## src/rtl/clock_divider_controller.sv

```systemverilog
// Clock divider: a registered 50% duty clock at clk_FPGA / (2 * active_half), with a
// ready/valid half-period update that switches only on a falling toggle. Optional macro CLKDIV_CFG_CHECK_EN.
module clock_divider_controller #(
    parameter int unsigned REFERENCE_CLOCK     = 50_000_000,
    parameter int unsigned NBITS_FOR_COUNTER   = 16,
    parameter int unsigned DEFAULT_HALF_PERIOD = 5
) (
    input  logic                         clk_FPGA,
    input  logic                         reset,
    input  logic                         enable,
    input  logic                         cfg_valid,
    input  logic [NBITS_FOR_COUNTER-1:0] cfg_half_period,
    output logic                         cfg_ready,
    output logic                         clock_signal,
    output logic                         tick,
    output logic                         busy
`ifdef CLKDIV_CFG_CHECK_EN
    ,
    output logic                         cfg_error
`endif
);

    localparam int unsigned W = NBITS_FOR_COUNTER;
    localparam logic [W-1:0] RESET_HALF = W'(DEFAULT_HALF_PERIOD);

    // A zero reset half-period would leave the divider without a legal compare value.
    if (DEFAULT_HALF_PERIOD == 0 || REFERENCE_CLOCK < 2 * DEFAULT_HALF_PERIOD) begin : g_bad_params
        $error("clock_divider_controller: illegal DEFAULT_HALF_PERIOD / REFERENCE_CLOCK");
    end

    typedef enum logic [1:0] {
        IDLE,
        RUN,
        STOPPING
    } state_t;

    state_t         state;
    state_t         state_next;
    logic [W-1:0]   count;
    logic [W-1:0]   count_next;
    logic [W-1:0]   active_half;
    logic [W-1:0]   pending;
    logic           pending_valid;
    logic           ready_q;
    logic           clock_next;
    logic           tick_next;
    logic           apply;
    logic           accept;
    logic           at_toggle;

    // No transfer can complete while reset is asserted.
    assign accept    = cfg_valid && ready_q && !reset;
    assign cfg_ready = ready_q && !reset;
    assign at_toggle = (count >= active_half - W'(1));

    // Next-state, counter and divided-clock decode.
    always_comb begin
        state_next = state;
        count_next = count;
        clock_next = clock_signal;
        tick_next  = 1'b0;
        apply      = 1'b0;
        case (state)
            IDLE: begin
                count_next = '0;
                clock_next = 1'b0;
                apply      = pending_valid;
                if (enable) begin
                    state_next = RUN;
                end
            end
            RUN, STOPPING: begin
                if (at_toggle) begin
                    count_next = '0;
                    // New half-period only lands on a 1->0 toggle so the low phase uses it.
                    apply      = pending_valid && clock_signal;
                    if (enable) begin
                        state_next = RUN;
                        clock_next = !clock_signal;
                        tick_next  = !clock_signal;
                    end else begin
                        state_next = IDLE;
                        clock_next = 1'b0;
                    end
                end else begin
                    count_next = count + W'(1);
                    state_next = enable ? RUN : STOPPING;
                end
            end
            default: begin
                state_next = IDLE;
                count_next = '0;
                clock_next = 1'b0;
            end
        endcase
    end

`ifndef CLKDIV_CFG_CHECK_EN
    logic [W-1:0] cfg_value;
    assign cfg_value = (cfg_half_period == '0) ? W'(1) : cfg_half_period;
`endif

    // State, output and configuration registers.
    always_ff @(posedge clk_FPGA) begin
        if (reset) begin
            state         <= IDLE;
            count         <= '0;
            clock_signal  <= 1'b0;
            tick          <= 1'b0;
            busy          <= 1'b0;
            active_half   <= RESET_HALF;
            pending       <= '0;
            pending_valid <= 1'b0;
            ready_q       <= 1'b1;
`ifdef CLKDIV_CFG_CHECK_EN
            cfg_error     <= 1'b0;
`endif
        end else begin
            state        <= state_next;
            count        <= count_next;
            clock_signal <= clock_next;
            tick         <= tick_next;
            busy         <= (state_next != IDLE);
`ifdef CLKDIV_CFG_CHECK_EN
            cfg_error    <= 1'b0;
`endif
            if (apply) begin
                active_half   <= pending;
                pending_valid <= 1'b0;
                ready_q       <= 1'b1;
            end
            if (accept) begin
`ifdef CLKDIV_CFG_CHECK_EN
                // Zero is consumed but discarded; the window stays open.
                if (cfg_half_period == '0) begin
                    cfg_error <= 1'b1;
                end else begin
                    pending       <= cfg_half_period;
                    pending_valid <= 1'b1;
                    ready_q       <= 1'b0;
                end
`else
                pending       <= cfg_value;
                pending_valid <= 1'b1;
                ready_q       <= 1'b0;
`endif
            end
        end
    end

endmodule
```

## config.mk

```make
export PLATFORM = sky130hd
export DESIGN_NAME = clock_divider_controller
export DESIGN_NICKNAME = d
export VERILOG_FILES = /design/src/rtl/clock_divider_controller.sv
export SDC_FILE = /design/constraint.sdc
export NUM_CORES = 1
export LEC_CHECK = 0
export ABC_AREA = 1
export BUFFER_PORTS_ARGS = -buffer_cell sky130_fd_sc_hd__buf_4
export CORE_ASPECT_RATIO = 1.75
export CORE_MARGIN = 2
export CORE_UTILIZATION = 58
export CTS_BUF_LIST = sky130_fd_sc_hd__clkbuf_4
export CTS_CLUSTER_SIZE = 24
export DETAILED_ROUTE_END_ITERATION = 6
export HOLD_SLACK_MARGIN = 0.12
export PLACE_DENSITY = 0.83
export SYNTH_ARGS = -nofsm -noshare
export SYNTH_HDL_FRONTEND = slang
export SYNTH_SLANG_ARGS = --single-unit
```

## constraint.sdc

```tcl
create_clock -name clk_FPGA -period 3.5 [get_ports clk_FPGA]
set_input_delay 0.525 -clock clk_FPGA [delete_from_list [all_inputs] [get_ports clk_FPGA]]
set_output_delay 0.525 -clock clk_FPGA [all_outputs]
set_load 0.005 [all_outputs]
```

## Word level (Yosys, flattened, before mapping)

Cells that the tools add are included.

| word-level totals | value |
|---|---|
| register bits | 55 |
| input bits | 20 |
| output and inout port bits | 4 |
| word-level logic and storage cells | 43 |

| cells by class | value |
|---|---|
| $add $sub $neg | 2 |
| $lt $le $gt $ge | 1 |
| eq/ne operators | 2 |
| muxes and demuxes | 13 |
| bitwise operators | 2 |
| reduce and logical (&&, ||, !) cells | 14 |

Operator list:

| operator | number |
|---|---|
| $add A16 B1 Y16 const B | 1 |
| $ge A16 B16 Y1 | 1 |
| $logic_not A16 Y1 | 1 |
| $mux W16 | 1 |
| $sub A16 B1 Y16 const B | 1 |
| $mux W1 | 7 |
| $mux W2 | 3 |
| $reduce_or A3 Y1 | 2 |
| $logic_and A1 B1 Y1 | 4 |
| $pmux W2 S2 | 1 |
| $reduce_bool A2 Y1 | 2 |
| $reduce_or A2 Y1 | 2 |
| $eq A2 B1 Y1 const B | 1 |
| $eq A2 B2 Y1 const B | 1 |
| $logic_not A1 Y1 | 2 |
| $logic_not A2 Y1 | 1 |
| $not A1 Y1 | 2 |
| $pmux W1 S2 | 1 |

## Logic depth before layout (Yosys ltp)

| depth | value |
|---|---|
| depth in word-level cells | 6 |
| mapped depth | 21 |
| depth with buffers taken out | 20 |

## Least setup slack after synthesis

No wires, ideal clock.

| timing path | value |
|---|---|
| path type | register -> register |
| start | register active_half[0] |
| end | register active_half[6] |
| setup time | 115 ps |
| data arrival time | 2480 ps |
| data required time | 3385 ps |
| path slack | 905 ps |
| cell stages (with the launch flop) | 22 |
| buffers on the path | 1 |
| period minus slack after synthesis | 2595 ps |
| path through | dfxtp_1 > inv_1 > ha_1 > nand2_1 > nor3_2 > nand2_1 > nor2_1 > inv_2 > nor3_2 > xor2_1 > inv_1 > ha_1 > nand2_1 > nor3_1 > nand2_2 > nand2_1 > nand2_1 > nand2_2 > buf_4 > nand3_1 > nand2_1 > nor2_1 |

| on the way | value |
|---|---|
| word-level cells in the longest chain between the ends | 4 |

RTL lines:

| element | RTL line | source |
|---|---|---|
| start: declaration | 41 | `logic [W-1:0] active_half;` |
| start signal: assignment | 128 | `active_half <= pending;` |
| $sub A16 B1 Y16 | 54 | `assign at_toggle = (count >= active_half - W'(1));` |
| $ge A16 B16 Y1 | 54 |  |
| $mux W1 | 73 | `if (at_toggle) begin` |
| $pmux W1 S2 | 63 | `case (state)` |

No other way between the ends.
A chain may end at the register's enable or synchronous reset.

## Worst setup path in the final report

| timing path | value |
|---|---|
| start | register active_half[0] |
| end | register active_half[11] |

The elaborated chain is that of the path after synthesis.

==> metrics.txt <==
outcome finished clean; IO buf count 23; CP startpoint kind register; Final Slew Violations 0; Storage cell area 1100 sq um; cell mode on critical path nand2_1; number of buffers and inverters on the critical path 4; Post-synth EDFFs 0; total track usage 0.213; logic gate share of total power 0.258; DIE AREA 5760 sq um; sequential area share after synthesis 0.369; net switching power 0.000469 W; Setup crit end kind register; multi-input logic area 1580 sq um; Via density 5.24; Setup Fix Bufs, Post-CTS 0; Finish-stage setup viols 0; Seq cells post-synth 55; unrepaired setup endpoints after global routing no; initial cell density of the core 0.600; Final HPWL DP 4100 um; CTS tree done; Clock Latency Late Sink 0.38 ns; Int Pwr 0.000980 W; crit path cell chain inv_1 > ha_1 > nand2_1 > nor3_2 > nand2_1 > nor2_1 > inv_2 > nor3_2 > xor2_1 > inv_1 > ha_1 > nand2_1 > o21ai_0 > a21oi_2 > nand2_1 > nand2_1 > nand2_2 > buf_6 > a21oi_1 > nor2_1; Total Wirelength 5460 um; Clock Path Buffers 2; crit-path max cell delay 0.36 ns; clock sink count 55; via count 2,533; Top Ports 24; ys flop type dfxtp_1; worst-margin pin slew 0.820 ns; Final period util 0.898; Clk network pwr share 0.239; num rows 34; TritonRoute pass-1 iters 4; Avg WL per Cell 11.3 um; ys async rst share 0; Place WS 0.351 ns; sequential power share 0.503; layout cells sized above 1 0.133; total CTS buffers 5; Mapped Area 2990 sq um; Worst-path clk slew 0.16 ns; First DRT Iteration DRCs 70; critical path class register to register; switch share 0.323; fill count 442; worst clock skew 0.00779 ns; first-pass GRT wire length 9810 um; slowest library cell on the worst path dfxtp_1; P&R area growth vs syn 9.56%; CP Max Fanout 30; antenna diode count 0; crit path DAT 3.43 ns; die height 98.9 um; vias in the first global route 2,471; LEAKAGE 1.55 nW; Setup WS post-layout 0.358 ns; Cells after Synth 410; Hold Path Class primary input to register; GRT overflow 0; setup TNS 0 ns; Largest delay share family, worst path simple AND/OR/NAND/NOR gates; Final Critical Period 3.14 ns; root buffer cell clkbuf_4; Critical Path RT 3.78 ns; Mean Syn Cell Area 7.28 sq um; Fin. Hold Viols 0; Max-Cap Viols 0; warning count from the yosys run 0; DRC errors left 0; fmax 318 MHz; initial antenna violation count 0; power per standard cell area 443 nW/um^2; Worst IR Drop VDD 0.348 mV; Yosys cell types 32; die width 58.2 um; depth of the CTS H-tree 2; slew margin rel. 0.453; largest net degree at the start of global routing 32; ANT nets after route 0; syn_nets 450; Core Footprint 4980 sq um; gpl congestion 0.827; Final #Nets 469
[registers in the layout (all words and copies together), names as in the netlist]
register,cells
ready_q,1
state,2
busy,1
pending_valid,1
count,16
active_half,16
clock_signal,1
tick,1
pending,16
[path summary, 6_finish.rpt]
path	startpoint	endpoint	slack (ns)	cells after the start
worst max register to register	active_half[0]$_SDFFE_PP1P_	active_half[11]$_SDFFE_PP0P_	0.36	20
worst max-delay path	active_half[0]$_SDFFE_PP1P_	active_half[11]$_SDFFE_PP0P_	0.36	20
worst min register to register	pending[0]$_SDFFE_PP0P_	pending[0]$_SDFFE_PP0P_	0.49	2
worst min-delay path	cfg_half_period[14]	pending[14]$_SDFFE_PP0P_	0.34	3
[synth_stat cells (2+ instances only)]
library cell | number | area [sq um]
o31ai_1 | 5 | 37.5
clkbuf_1 | 5 | 18.8
nand2_2 | 4 | 25.0
o21ai_0 | 16 | 80.1
inv_2 | 6 | 22.5
dfxtp_1 | 55 | 1100
nor2_2 | 4 | 25.0
xnor2_1 | 7 | 61.3
buf_1 | 3 | 11.3
nand4_1 | 5 | 31.3
nor3_1 | 5 | 25.0
nor3_2 | 3 | 30.0
nand3_1 | 34 | 170
buf_4 | 3 | 22.5
ha_1 | 20 | 250
nor4_1 | 2 | 12.5
nor3_4 | 3 | 48.8
a21oi_1 | 31 | 155
and3_1 | 4 | 25.0
xor2_1 | 12 | 105
inv_1 | 62 | 233
buf_2 | 2 | 10.0
nor2_1 | 44 | 165
nand2_1 | 67 | 251
[power groups by stage]
stage	Sequential [W]	Clock, W	Combinational (W)
after floorplan	0.000733	0	0.000285
after CTS	0.000729	0.000354	0.000365
after global routing	0.000737	0.000380	0.000432
final	0.000729	0.000346	0.000373
after global placement	0.000740	0	0.000348
after detailed placement	0.000743	0	0.000360
[worst min-delay path, stage by stage]
cell and delay (ns):
buf_4 0.08, nand2_1 0.04, o31ai_1 0.05
[logic make-up (layout without fill, tap and decap cells)]
logic type | after synthesis | after routing | synth area share
AO/OA/AOI/OAI | 55 | 55 | 0.0985
XOR/XNOR | 19 | 19 | 0.0557
adder cells (fa/ha/maj) | 20 | 20 | 0.0838
buffers and inverters | 81 | 100 | 0.106
flip-flops | 55 | 55 | 0.369
AND/OR/NAND/NOR | 180 | 180 | 0.287
[cell type report]
class / instances / area share
inverters: 68 / 0.0780
repair buffers: 25 / 0.0585
flip-flops and latches: 55 / 0.337
clock buffers: 5 / 0.0115
clock inverters: 2 / 0.0115
multi-input cells: 274 / 0.483
well taps: 54 / 0.0207
[metal layers]
layer / routed length [um] / up-vias / global-route usage / part of all wire
met4: 119 / 0 / 0.0769 / 0.022
li1: - / 1342 / - / -
met1: 2160 / 1150 / 0.216 / 0.40
met5: 0 / - / 0 / 0
met3: 102 / 7 / 0.0381 / 0.019
met2: 3070 / 34 / 0.412 / 0.56
[layout by cell type (no fill, tap or decap), types with 2 or more instances in the layout]
| cell type | n |
|---|---|
| nor3_4 | 3 |
| a21oi_1 | 31 |
| nor4_1 | 2 |
| nor3_2 | 4 |
| o21ai_0 | 16 |
| ha_1 | 20 |
| inv_2 | 6 |
| xor2_1 | 12 |
| nand3_1 | 34 |
| nor3_1 | 4 |
| and3_1 | 4 |
| buf_4 | 24 |
| nor2_1 | 44 |
| inv_1 | 62 |
| nand2_1 | 67 |
| xnor2_1 | 7 |
| o31ai_1 | 5 |
| nor2_2 | 4 |
| clkbuf_4 | 5 |
| dfxtp_1 | 55 |
| nand2_2 | 4 |
| nand4_1 | 5 |
[timing repair]
action                                  4_1_cts  5_1_grt
endpoints found under the hold margin         0        0
endpoints found under the setup margin        0       15
gates resized for setup                       0        3
hold buffers                                  0        0
[metrics by stage]
stage	instance area (sq um)	hold WS, ns	power [W]	util	std cells
after floorplan	2990	0.441	0.00102	-	410
after global placement	3180	0.462	0.00109	0.639	476
after detailed placement	3180	0.468	0.00110	0.639	476
after CTS	3250	0.330	0.00145	0.654	483
after global routing	3270	0.316	0.00155	0.657	483
final	3270	0.343	0.00145	0.657	483
Note: power is estimated with default switching activity, not from simulation.
